[src/rtl/conv_mac_pipe.sv]
// rtl/conv_mac_pipe.sv - pipelined signed MAC; TAPS products per result pulse.
// Optional saturating arithmetic with sat_flag when CONV_MAC_SAT_EN is defined.
module conv_mac_pipe #(
  parameter int DIN0_WIDTH = 16,
  parameter int DIN1_WIDTH = 8,
  parameter int NUM_STAGE  = 2,
  parameter int ACC_WIDTH  = 32,
  parameter int DOUT_WIDTH = 32,
  parameter int TAPS       = 9
) (
  input  logic                         ap_clk,
  input  logic                         ap_rst_n,
  input  logic                         ce,
  input  logic                         clear,
  input  logic                         in_valid,
  input  logic signed [DIN0_WIDTH-1:0] din0,
  input  logic signed [DIN1_WIDTH-1:0] din1,
  output logic                         out_valid,
  output logic signed [DOUT_WIDTH-1:0] dout,
  output logic                         sat_flag
);

  localparam int PW = DIN0_WIDTH + DIN1_WIDTH;
  localparam int TW = (TAPS > 1) ? $clog2(TAPS) : 1;

  logic signed [PW-1:0]         prod_q [NUM_STAGE];
  logic signed [PW-1:0]         prod_d [NUM_STAGE];
  logic [NUM_STAGE-1:0]         pv_q, pv_d;
  logic [TW-1:0]                tap_q, tap_d;
  logic signed [ACC_WIDTH-1:0]  acc_q, acc_d;
  logic                         acc_done_q, acc_done_d;
  logic                         out_valid_q, out_valid_d;
  logic signed [DOUT_WIDTH-1:0] dout_q, dout_d;
  logic signed [ACC_WIDTH-1:0]  prod_ext;

  assign prod_ext = ACC_WIDTH'(prod_q[NUM_STAGE-1]);

`ifdef CONV_MAC_SAT_EN
  localparam logic signed [ACC_WIDTH-1:0] AMAX = {1'b0, {(ACC_WIDTH-1){1'b1}}};
  localparam logic signed [ACC_WIDTH-1:0] AMIN = {1'b1, {(ACC_WIDTH-1){1'b0}}};
  localparam logic signed [ACC_WIDTH-1:0] DMAX =
    {{(ACC_WIDTH-DOUT_WIDTH+1){1'b0}}, {(DOUT_WIDTH-1){1'b1}}};
  localparam logic signed [ACC_WIDTH-1:0] DMIN = ~DMAX;

  logic                 acc_sat_q, acc_sat_d;
  logic                 sat_q, sat_d;
  logic signed [ACC_WIDTH:0] sum_w;

  assign sum_w = {acc_q[ACC_WIDTH-1], acc_q} + {prod_ext[ACC_WIDTH-1], prod_ext};
`endif

  always_comb begin
    prod_d      = prod_q;
    pv_d        = pv_q;
    tap_d       = tap_q;
    acc_d       = acc_q;
    acc_done_d  = acc_done_q;
    out_valid_d = out_valid_q;
    dout_d      = dout_q;
`ifdef CONV_MAC_SAT_EN
    acc_sat_d   = acc_sat_q;
    sat_d       = sat_q;
`endif
    if (ce) begin
      prod_d[0] = din0 * din1;
      pv_d[0]   = in_valid;
      for (int s = 1; s < NUM_STAGE; s++) begin
        prod_d[s] = prod_q[s-1];
        pv_d[s]   = pv_q[s-1];
      end
      acc_done_d = 1'b0;
      if (pv_q[NUM_STAGE-1]) begin
        // First tap of a group reloads rather than adds, so groups need no gap.
        if (tap_q == '0) begin
          acc_d = prod_ext;
`ifdef CONV_MAC_SAT_EN
          acc_sat_d = 1'b0;
        end else if (acc_sat_q) begin
          acc_d = acc_q;
        end else if (sum_w[ACC_WIDTH] != sum_w[ACC_WIDTH-1]) begin
          acc_d     = sum_w[ACC_WIDTH] ? AMIN : AMAX;
          acc_sat_d = 1'b1;
        end else begin
          acc_d = sum_w[ACC_WIDTH-1:0];
`else
        end else begin
          acc_d = acc_q + prod_ext;
`endif
        end
        if (tap_q == TW'(TAPS-1)) begin
          tap_d      = '0;
          acc_done_d = 1'b1;
        end else begin
          tap_d = tap_q + TW'(1);
        end
      end
      out_valid_d = acc_done_q;
      if (acc_done_q) begin
`ifdef CONV_MAC_SAT_EN
        if (acc_q > DMAX) begin
          dout_d = DMAX[DOUT_WIDTH-1:0];
          sat_d  = 1'b1;
        end else if (acc_q < DMIN) begin
          dout_d = DMIN[DOUT_WIDTH-1:0];
          sat_d  = 1'b1;
        end else begin
          dout_d = acc_q[DOUT_WIDTH-1:0];
          sat_d  = acc_sat_q;
        end
`else
        dout_d = acc_q[DOUT_WIDTH-1:0];
`endif
      end
    end
    // Flush ignores ce; dout is deliberately retained.
    if (clear) begin
      pv_d        = '0;
      tap_d       = '0;
      acc_d       = '0;
      acc_done_d  = 1'b0;
      out_valid_d = 1'b0;
`ifdef CONV_MAC_SAT_EN
      acc_sat_d   = 1'b0;
`endif
    end
  end

  always_ff @(posedge ap_clk) begin
    if (!ap_rst_n) begin
      for (int s = 0; s < NUM_STAGE; s++) prod_q[s] <= '0;
      pv_q        <= '0;
      tap_q       <= '0;
      acc_q       <= '0;
      acc_done_q  <= 1'b0;
      out_valid_q <= 1'b0;
      dout_q      <= '0;
`ifdef CONV_MAC_SAT_EN
      acc_sat_q   <= 1'b0;
      sat_q       <= 1'b0;
`endif
    end else begin
      prod_q      <= prod_d;
      pv_q        <= pv_d;
      tap_q       <= tap_d;
      acc_q       <= acc_d;
      acc_done_q  <= acc_done_d;
      out_valid_q <= out_valid_d;
      dout_q      <= dout_d;
`ifdef CONV_MAC_SAT_EN
      acc_sat_q   <= acc_sat_d;
      sat_q       <= sat_d;
`endif
    end
  end

  assign out_valid = out_valid_q;
  assign dout      = dout_q;
`ifdef CONV_MAC_SAT_EN
  assign sat_flag  = sat_q;
`else
  assign sat_flag  = 1'b0;
`endif

endmodule
[config.mk]
export PLATFORM = sky130hd
export DESIGN_NAME = conv_mac_pipe
export DESIGN_NICKNAME = d
export VERILOG_FILES = /design/src/rtl/conv_mac_pipe.sv
export SDC_FILE = /design/constraint.sdc
export NUM_CORES = 1
export LEC_CHECK = 0
export CORE_UTILIZATION = 60
export DETAILED_ROUTE_END_ITERATION = 12
export HOLD_SLACK_MARGIN = 0.05
export PLACE_DENSITY_LB_ADDON = 0.2
export SYNTH_ARGS = -nofsm -noshare
export SYNTH_HDL_FRONTEND = slang
export SYNTH_SLANG_ARGS = --single-unit
[constraint.sdc]
create_clock -name ap_clk -period 16.95 [get_ports ap_clk]
set_clock_uncertainty 0.2 [all_clocks]
set_input_delay 3.39 -clock ap_clk [delete_from_list [all_inputs] [get_ports ap_clk]]
set_output_delay 3.39 -clock ap_clk [all_outputs]
set_load 0.02 [all_outputs]
==> impl_metrics.json, run 1 <==
{
  "fin_util": 0.688,
  "dp_hpwl_um": 17100,
  "cts.sinks": 120,
  "cts_setup_buffers": 0,
  "rows": 48,
  "hold_path_class": "register to register",
  "switching_share": 0.385,
  "avgSynthCellArea_um2": 8.64,
  "power.share.clock": 0.255,
  "drive_gt1_frac": 0.0374,
  "drt_iter0_markers": 488,
  "seq_area_frac_synth": 0.225,
  "setup-tns-final_ns": 0,
  "p_comb_frac": 0.498,
  "slew-limit-headroom": 0.148,
  "min_period_over_period": 0.517,
  "crit_top_cell": "fa_1",
  "rsz0062_at_grt": "no",
  "critPathMaxFanout": 16,
  "p_int_uw": 802,
  "ys_seq_elements": 120,
  "dp.cells": 1476,
  "yosysMostFrequentCell": "nand2_1",
  "grt_overflow": 0,
  "clk_path_buf_depth": 2,
  "cts_root_buf": "clkbuf_16",
  "ys_async_sr_fraction": 0,
  "layoutNonFillerInstCount": 1507,
  "tightestPinTransition_ns": 1.28,
  "io_buffer_count": 61,
  "final_max_slew_viol_count": 0,
  "drt.antenna.violating_nets": 0,
  "grt_pass1_wl_um": 38400,
  "n_antenna_cell": 0,
  "ctsHtreeMaxLevel": 4,
  "synthesis.nets": 1449,
  "cts_buffers": 17,
  "p_seq_frac": 0.246,
  "holdBufCountCts": 0,
  "critical-path-max-stage-delay_ns": 0.80,
  "first_global_vias": 8109,
  "path_cells": "clkdlybuf4s50_1 > nand2_1 > fa_1 > fa_1 > inv_1 > fa_1 > inv_1 > fa_1 > inv_1 > ha_1 > o21a_1 > a2111oi_0 > o31ai_1 > a21oi_1 > a221oi_1 > a2111o_1 > a32o_1",
  "core-area_um2": 17400,
  "arrival_ns": 8.88,
  "cap_violations": 0,
  "syn_inst": 1238,
  "dieArea_um2": 18400,
  "start_util": 0.616,
  "synth_common_cells": "nand2_1 (156), inv_1 (145), dfxtp_1 (120)",
  "clock_latency_ns": 0.41,
  "place_congestion": 0.898,
  "syn2layout_area_growth_pct": 11.6,
  "avgRoutedWirePerCell_um": 14.9,
  "cts_resized": 0,
  "routed_wl_um": 22400,
  "synthTopCellsByArea": "dfxtp_1 (22%), fa_1 (19%), ha_1 (9.1%)",
  "final-hold-violation-count": 0,
  "via_per_inst": 5.56,
  "switchingPower_uw": 501,
  "dr.pass1.iters": 5,
  "drc": 0,
  "synth_top_area_frac": 0.225,
  "power.leakage_nw": 5.31,
  "fillerInstances": 1454,
  "ios": 63,
  "vias": 8380,
  "startpoint_type": "input port",
  "clkSlewWorstSetupHoldPaths_ns": 0.06,
  "power.density_nw_per_um2": 109,
  "synth_edf_count": 0,
  "syn_area_um2": 10700,
  "crit_slowest_cell": "clkdlybuf4s50_1",
  "synth_top_area_cell": "dfxtp_1",
  "grt_use_total": 0.261,
  "ys_warn_count": 0,
  "ys_types": 66,
  "die_x_um": 136,
  "timing.final.crit_period_ns": 8.77,
  "end_kind": "register",
  "nets": 1481,
  "cp.required_ns": 17.06,
  "status": "complete, no violations",
  "worst-path-buf-inv": 4,
  "antenna_found_initial": 0,
  "cts_tree": "yes",
  "crit_family": "adder cells",
  "grt_max_degree": 91,
  "final-setup-viol-count": 0,
  "die_h_um": 136,
  "vdd_ir_drop_max_uv": 83.4,
  "synth_ff_type": "dfxtp_1",
  "criticalPathCategory": "input port to register",
  "fmax_mhz": 114
}
## logic make-up (layout without fill, tap and decap cells)
kind of cell,count (synthesis),after routing,synth area share
AOI/OAI and AO/OA,234,234,0.148
xor gates and xnor gates,46,46,0.0377
adders and majority gates,182,182,0.286
buffers and inverters,197,241,0.0724
DFF,120,120,0.225
muxes,43,43,0.0404
other,1,1,0.000351
and+or+nand+nor,415,415,0.191
## area by class of cell
| cell class | instances | area (um^2) | share of cell area |
|---|---|---|---|
| Multi-Input combinational cell | 921 | 7520 | 0.630 |
| Sequential cell | 120 | 2400 | 0.201 |
| Timing Repair Buffer | 65 | 631 | 0.0528 |
| Inverter | 145 | 544 | 0.0456 |
| Clock buffer | 17 | 425 | 0.0356 |
| Tap cell | 225 | 282 | 0.0236 |
| Clock inverter | 14 | 129 | 0.0108 |
## power by group through the flow
stage / logic (mW) / registers, mW / clock network, mW
2_1_floorplan: 0.530 / 0.320 / 0
3_3_place_gp: 0.630 / 0.325 / 0
3_5_place_dp: 0.651 / 0.326 / 0
4_1_cts: 0.654 / 0.321 / 0.337
5_1_grt: 0.750 / 0.323 / 0.350
6_report: 0.649 / 0.321 / 0.333
## per-stage QoR
stage / hold WS, ns / area, um^2 / total power [mW] / worst slack, ns
2_1_floorplan: 0.246 / 10700 / 0.850 / 8.75
3_3_place_gp: 0.250 / 11400 / 0.955 / 7.81
3_5_place_dp: 0.258 / 11400 / 0.977 / 7.73
4_1_cts: 0.265 / 11900 / 1.31 / 8.16
5_1_grt: 0.293 / 11900 / 1.42 / 7.80
6_report: 0.262 / 11900 / 1.30 / 8.18
## layer usage
| metal | global-route usage | part of all wire | vias up |
|---|---|---|---|
| met3 | 0.0210 | 0.039 | 16 |
| met5 | 0 | 0 | - |
| met4 | 0.0712 | 0.0095 | 0 |
| li1 | - | - | 4140 |
| met1 | 0.362 | 0.48 | 4002 |
| met2 | 0.439 | 0.47 | 222 |
## worst register-to-register path, cell delays in order (launching register included)
cell and delay (ns):
dfxtp_1 0.38, ha_1 0.24, inv_1 0.07, fa_1 0.37, and2b_1 0.25, o211ai_1 0.12, a21oi_1 0.31, o21ai_0 0.23
a32oi_2 0.38, a41o_1 0.31, mux2i_1 0.09, a2111oi_0 0.45, o21ai_0 0.15
## sequential cells by signal, indices dropped and copies added (netlist names)
| name | cells |
|---|---|
| tap_q | 4 |
| prod_ext | 24 |
| pv_q | 2 |
| prod_q | 24 |
| acc_q | 32 |
| acc_done_q | 1 |
| out_valid | 1 |
| dout | 32 |
## placed cells by master, fill, tap and decap left out, types with 12 or more instances in the layout
| cell type | n |
|---|---|
| nand2_1 | 156 |
| xor2_1 | 17 |
| a21oi_1 | 61 |
| nor2b_1 | 45 |
| nor2_1 | 63 |
| o21ai_0 | 38 |
| mux2i_1 | 42 |
| a21o_1 | 20 |
| inv_1 | 145 |
| ha_1 | 78 |
| xnor2_1 | 29 |
| clkbuf_16 | 17 |
| nor3_1 | 12 |
| dfxtp_1 | 120 |
| nand3_1 | 14 |
| clkdlybuf4s50_1 | 59 |
| fa_1 | 104 |
| and2_1 | 92 |
| a21boi_0 | 35 |
## final timing paths
path / from / to / slack (ns) / cells past startpoint
worst max-delay path: din1[4] / prod_q[47] / 8.18 / 17
worst min-delay path: dout[3] / dout[3] / 0.26 / 2
worst max register to register: acc_q[0] / acc_q[28] / 13.28 / 12
worst min register to register: dout[3] / dout[3] / 0.26 / 2
Power figures use the tool's default switching activity.
==> inputs of run 2 (changes only) <==
--- a/config.mk
+++ b/config.mk
@@ -5,7 +5,7 @@
 export SDC_FILE = /design/constraint.sdc
 export NUM_CORES = 1
 export LEC_CHECK = 0
-export CORE_UTILIZATION = 60
+export CORE_UTILIZATION = 56
 export DETAILED_ROUTE_END_ITERATION = 12
 export HOLD_SLACK_MARGIN = 0.05
 export PLACE_DENSITY_LB_ADDON = 0.2
==> constraint.sdc (replaced) <==
create_clock -name ap_clk -period 7.96 [get_ports ap_clk]
set_clock_uncertainty 0.2 [all_clocks]
set_input_delay 1.592 -clock ap_clk [delete_from_list [all_inputs] [get_ports ap_clk]]
set_output_delay 1.592 -clock ap_clk [all_outputs]
set_load 0.02 [all_outputs]
==> impl_metrics.json, run 2 (synthesis gave the netlist of run 1 again) <==
{
  "dp_hpwl_um": 16900,
  "clk_path_buf_depth": 2,
  "switchingPower_mw": 1.07,
  "startpoint_type": "input port",
  "grt_use_total": 0.236,
  "avgRoutedWirePerCell_um": 14.4,
  "fin_area_um2": 12000,
  "ctsHtreeMaxLevel": 4,
  "cts_setup_buffers": 0,
  "via_per_inst": 5.45,
  "cts_resized": 0,
  "end_kind": "register",
  "top_layer_used": "met4",
  "power.density_nw_per_um2": 237,
  "violations": "DRC",
  "dr.pass1.iters": 10,
  "fmax_mhz": 141,
  "ios": 63,
  "hold_path_class": "register to register",
  "arrival_ns": 7.21,
  "nets": 1483,
  "clock_latency_ns": 0.42,
  "timing.final.crit_period_ns": 7.10,
  "dpl_worst_slack_ns": 0.552,
  "crit_slowest_cell": "clkdlybuf4s50_1",
  "power.share.clock": 0.273,
  "cp.required_ns": 8.07,
  "drive_gt1_frac": 0.0389,
  "worstReg2RegEnd": "acc_q[28]",
  "wl_met1_um": 10800,
  "slew-limit-headroom": 0.248,
  "fin_util": 0.642,
  "final-setup-viol-count": 0,
  "holdBufCountCts": 0,
  "first_global_vias": 8077,
  "critPathMaxFanout": 16,
  "p_comb_frac": 0.488,
  "place_congestion": 0.929,
  "critical-path-max-stage-delay_ns": 0.78,
  "drt.antenna.violating_nets": 0,
  "p_int_mw": 1.77,
  "syn2layout_area_growth_pct": 12.3,
  "wl_met2_um": 10100,
  "vdd_ir_drop_max_uv": 162,
  "final-hold-violation-count": 0,
  "core-area_um2": 18700,
  "cts_root_buf": "clkbuf_16",
  "setup-tns-final_ns": 0,
  "grt_overflow": 0,
  "worst-path-buf-inv": 4,
  "power.leakage_nw": 5.37,
  "holdPathStages": 2,
  "clkSlewWorstSetupHoldPaths_ns": 0.06,
  "die_x_um": 140,
  "grt_pass1_wl_um": 38000,
  "cts.sinks": 120,
  "switching_share": 0.377,
  "dieArea_um2": 19700,
  "final.setup.worst_slack_ns": 0.862,
  "routed_wl_um": 21800,
  "tightestPinTransition_ns": 1.13,
  "min_period_over_period": 0.892,
  "power_mw": 2.85,
  "status": "finished, violations left",
  "worstReg2RegStart": "prod_ext[0]",
  "r2r_cells": 12,
  "cap_violations": 0,
  "post_dp_cell_area_um2": 11400,
  "die_h_um": 140,
  "p_seq_frac": 0.239,
  "final_common_cell": "nand2_1",
  "n_antenna_cell": 0,
  "start_util": 0.572,
  "cts_tree": "yes",
  "hold_path_end": "dout[29]",
  "rows": 50,
  "rsz0062_at_grt": "no",
  "criticalPathCategory": "input port to register",
  "vias": 8282,
  "io_buffer_count": 61,
  "crit_top_cell": "fa_1",
  "grt_max_degree": 91,
  "hold_path_startpoint": "dout[29]",
  "cts_buffers": 17,
  "r2r_slack_ns": 4.10,
  "wl_met3_um": 724,
  "antenna_found_initial": 0,
  "crit_family": "adder cells",
  "path_cells": "clkdlybuf4s50_1 > nand2_1 > fa_1 > fa_1 > inv_1 > fa_1 > inv_1 > fa_1 > inv_1 > ha_1 > o21a_1 > a2111oi_0 > o31ai_1 > a21oi_1 > a221oi_1 > a2111o_1 > a32o_1",
  "drt_iter0_markers": 435,
  "drc": 1,
  "most-common-layout-cells": "nand2_1 (156), inv_1 (145), dfxtp_1 (120)",
  "fillerInstances": 1633,
  "final_max_slew_viol_count": 0
}
## run 2: cell types whose count changed in the layout (fill, tap and decap cells not counted)
| cell | previous run | this run |
|---|---|---|
| clkinvlp_4 | 6 | 1 |
| buf_4 | 4 | 6 |
| bufinv_16 | 1 | 3 |
| clkbuf_1 | 0 | 1 |
| clkinv_2 | 2 | 3 |
| clkinv_4 | 4 | 5 |
| inv_6 | 1 | 2 |
## run 2: power groups by stage
stage,Clock (mW),Combinational [mW],Sequential (mW)
global placement,0,1.35,0.691
finish,0.777,1.39,0.681
floorplan,0,1.13,0.681
global route,0.815,1.60,0.686
CTS,0.785,1.40,0.681
detailed placement,0,1.39,0.693
## run 2: worst register-to-register path, delay by kind of cell, from the launching register on
family	cells	cell delay (ns)
AND/OR/NAND/NOR	1	0.25
buffers and inverters	1	0.07
multiplexers	1	0.08
AO/OA/AOI/OAI	7	2.12
adder cells (fa/ha/maj)	2	0.61
flip-flops	1	0.39
## run 2: cell type report
type / instances / area [um^2] / share of cell area
clock buffer: 18 / 429 / 0.0357
clock inverter: 14 / 174 / 0.0145
inverter: 145 / 544 / 0.0453
multi-input combinational: 921 / 7520 / 0.626
sequential: 120 / 2400 / 0.200
tap: 234 / 293 / 0.0244
timing repair buffer: 67 / 646 / 0.0538
## run 2: per-layer routing
metal | track usage | vias to the layer above
li1 | - | 4150
met1 | 0.331 | 3909
met2 | 0.389 | 202
met3 | 0.0246 | 21
met4 | 0.0596 | 0
met5 | 0 | -
## run 2: how the worst max path moves through the flow
stage,from,endpoint,slack [ns],depth (start not counted)
floorplan,din1[7],prod_q[47],1.56,17
global placement,din1[3],prod_q[47],0.62,17
detailed placement,din1[5],prod_q[47],0.55,17
CTS,din1[5],prod_q[47],0.97,17
global route,din1[3],prod_q[47],0.66,17
finish,din1[3],prod_q[47],0.86,17
## run 2: through the flow
step	instances	hold WS (ns)
after floorplan	1238	0.246
after CTS	1519	0.266
after detailed placement	1487	0.259
after global placement	1487	0.252
final	1519	0.261
after global routing	1519	0.285
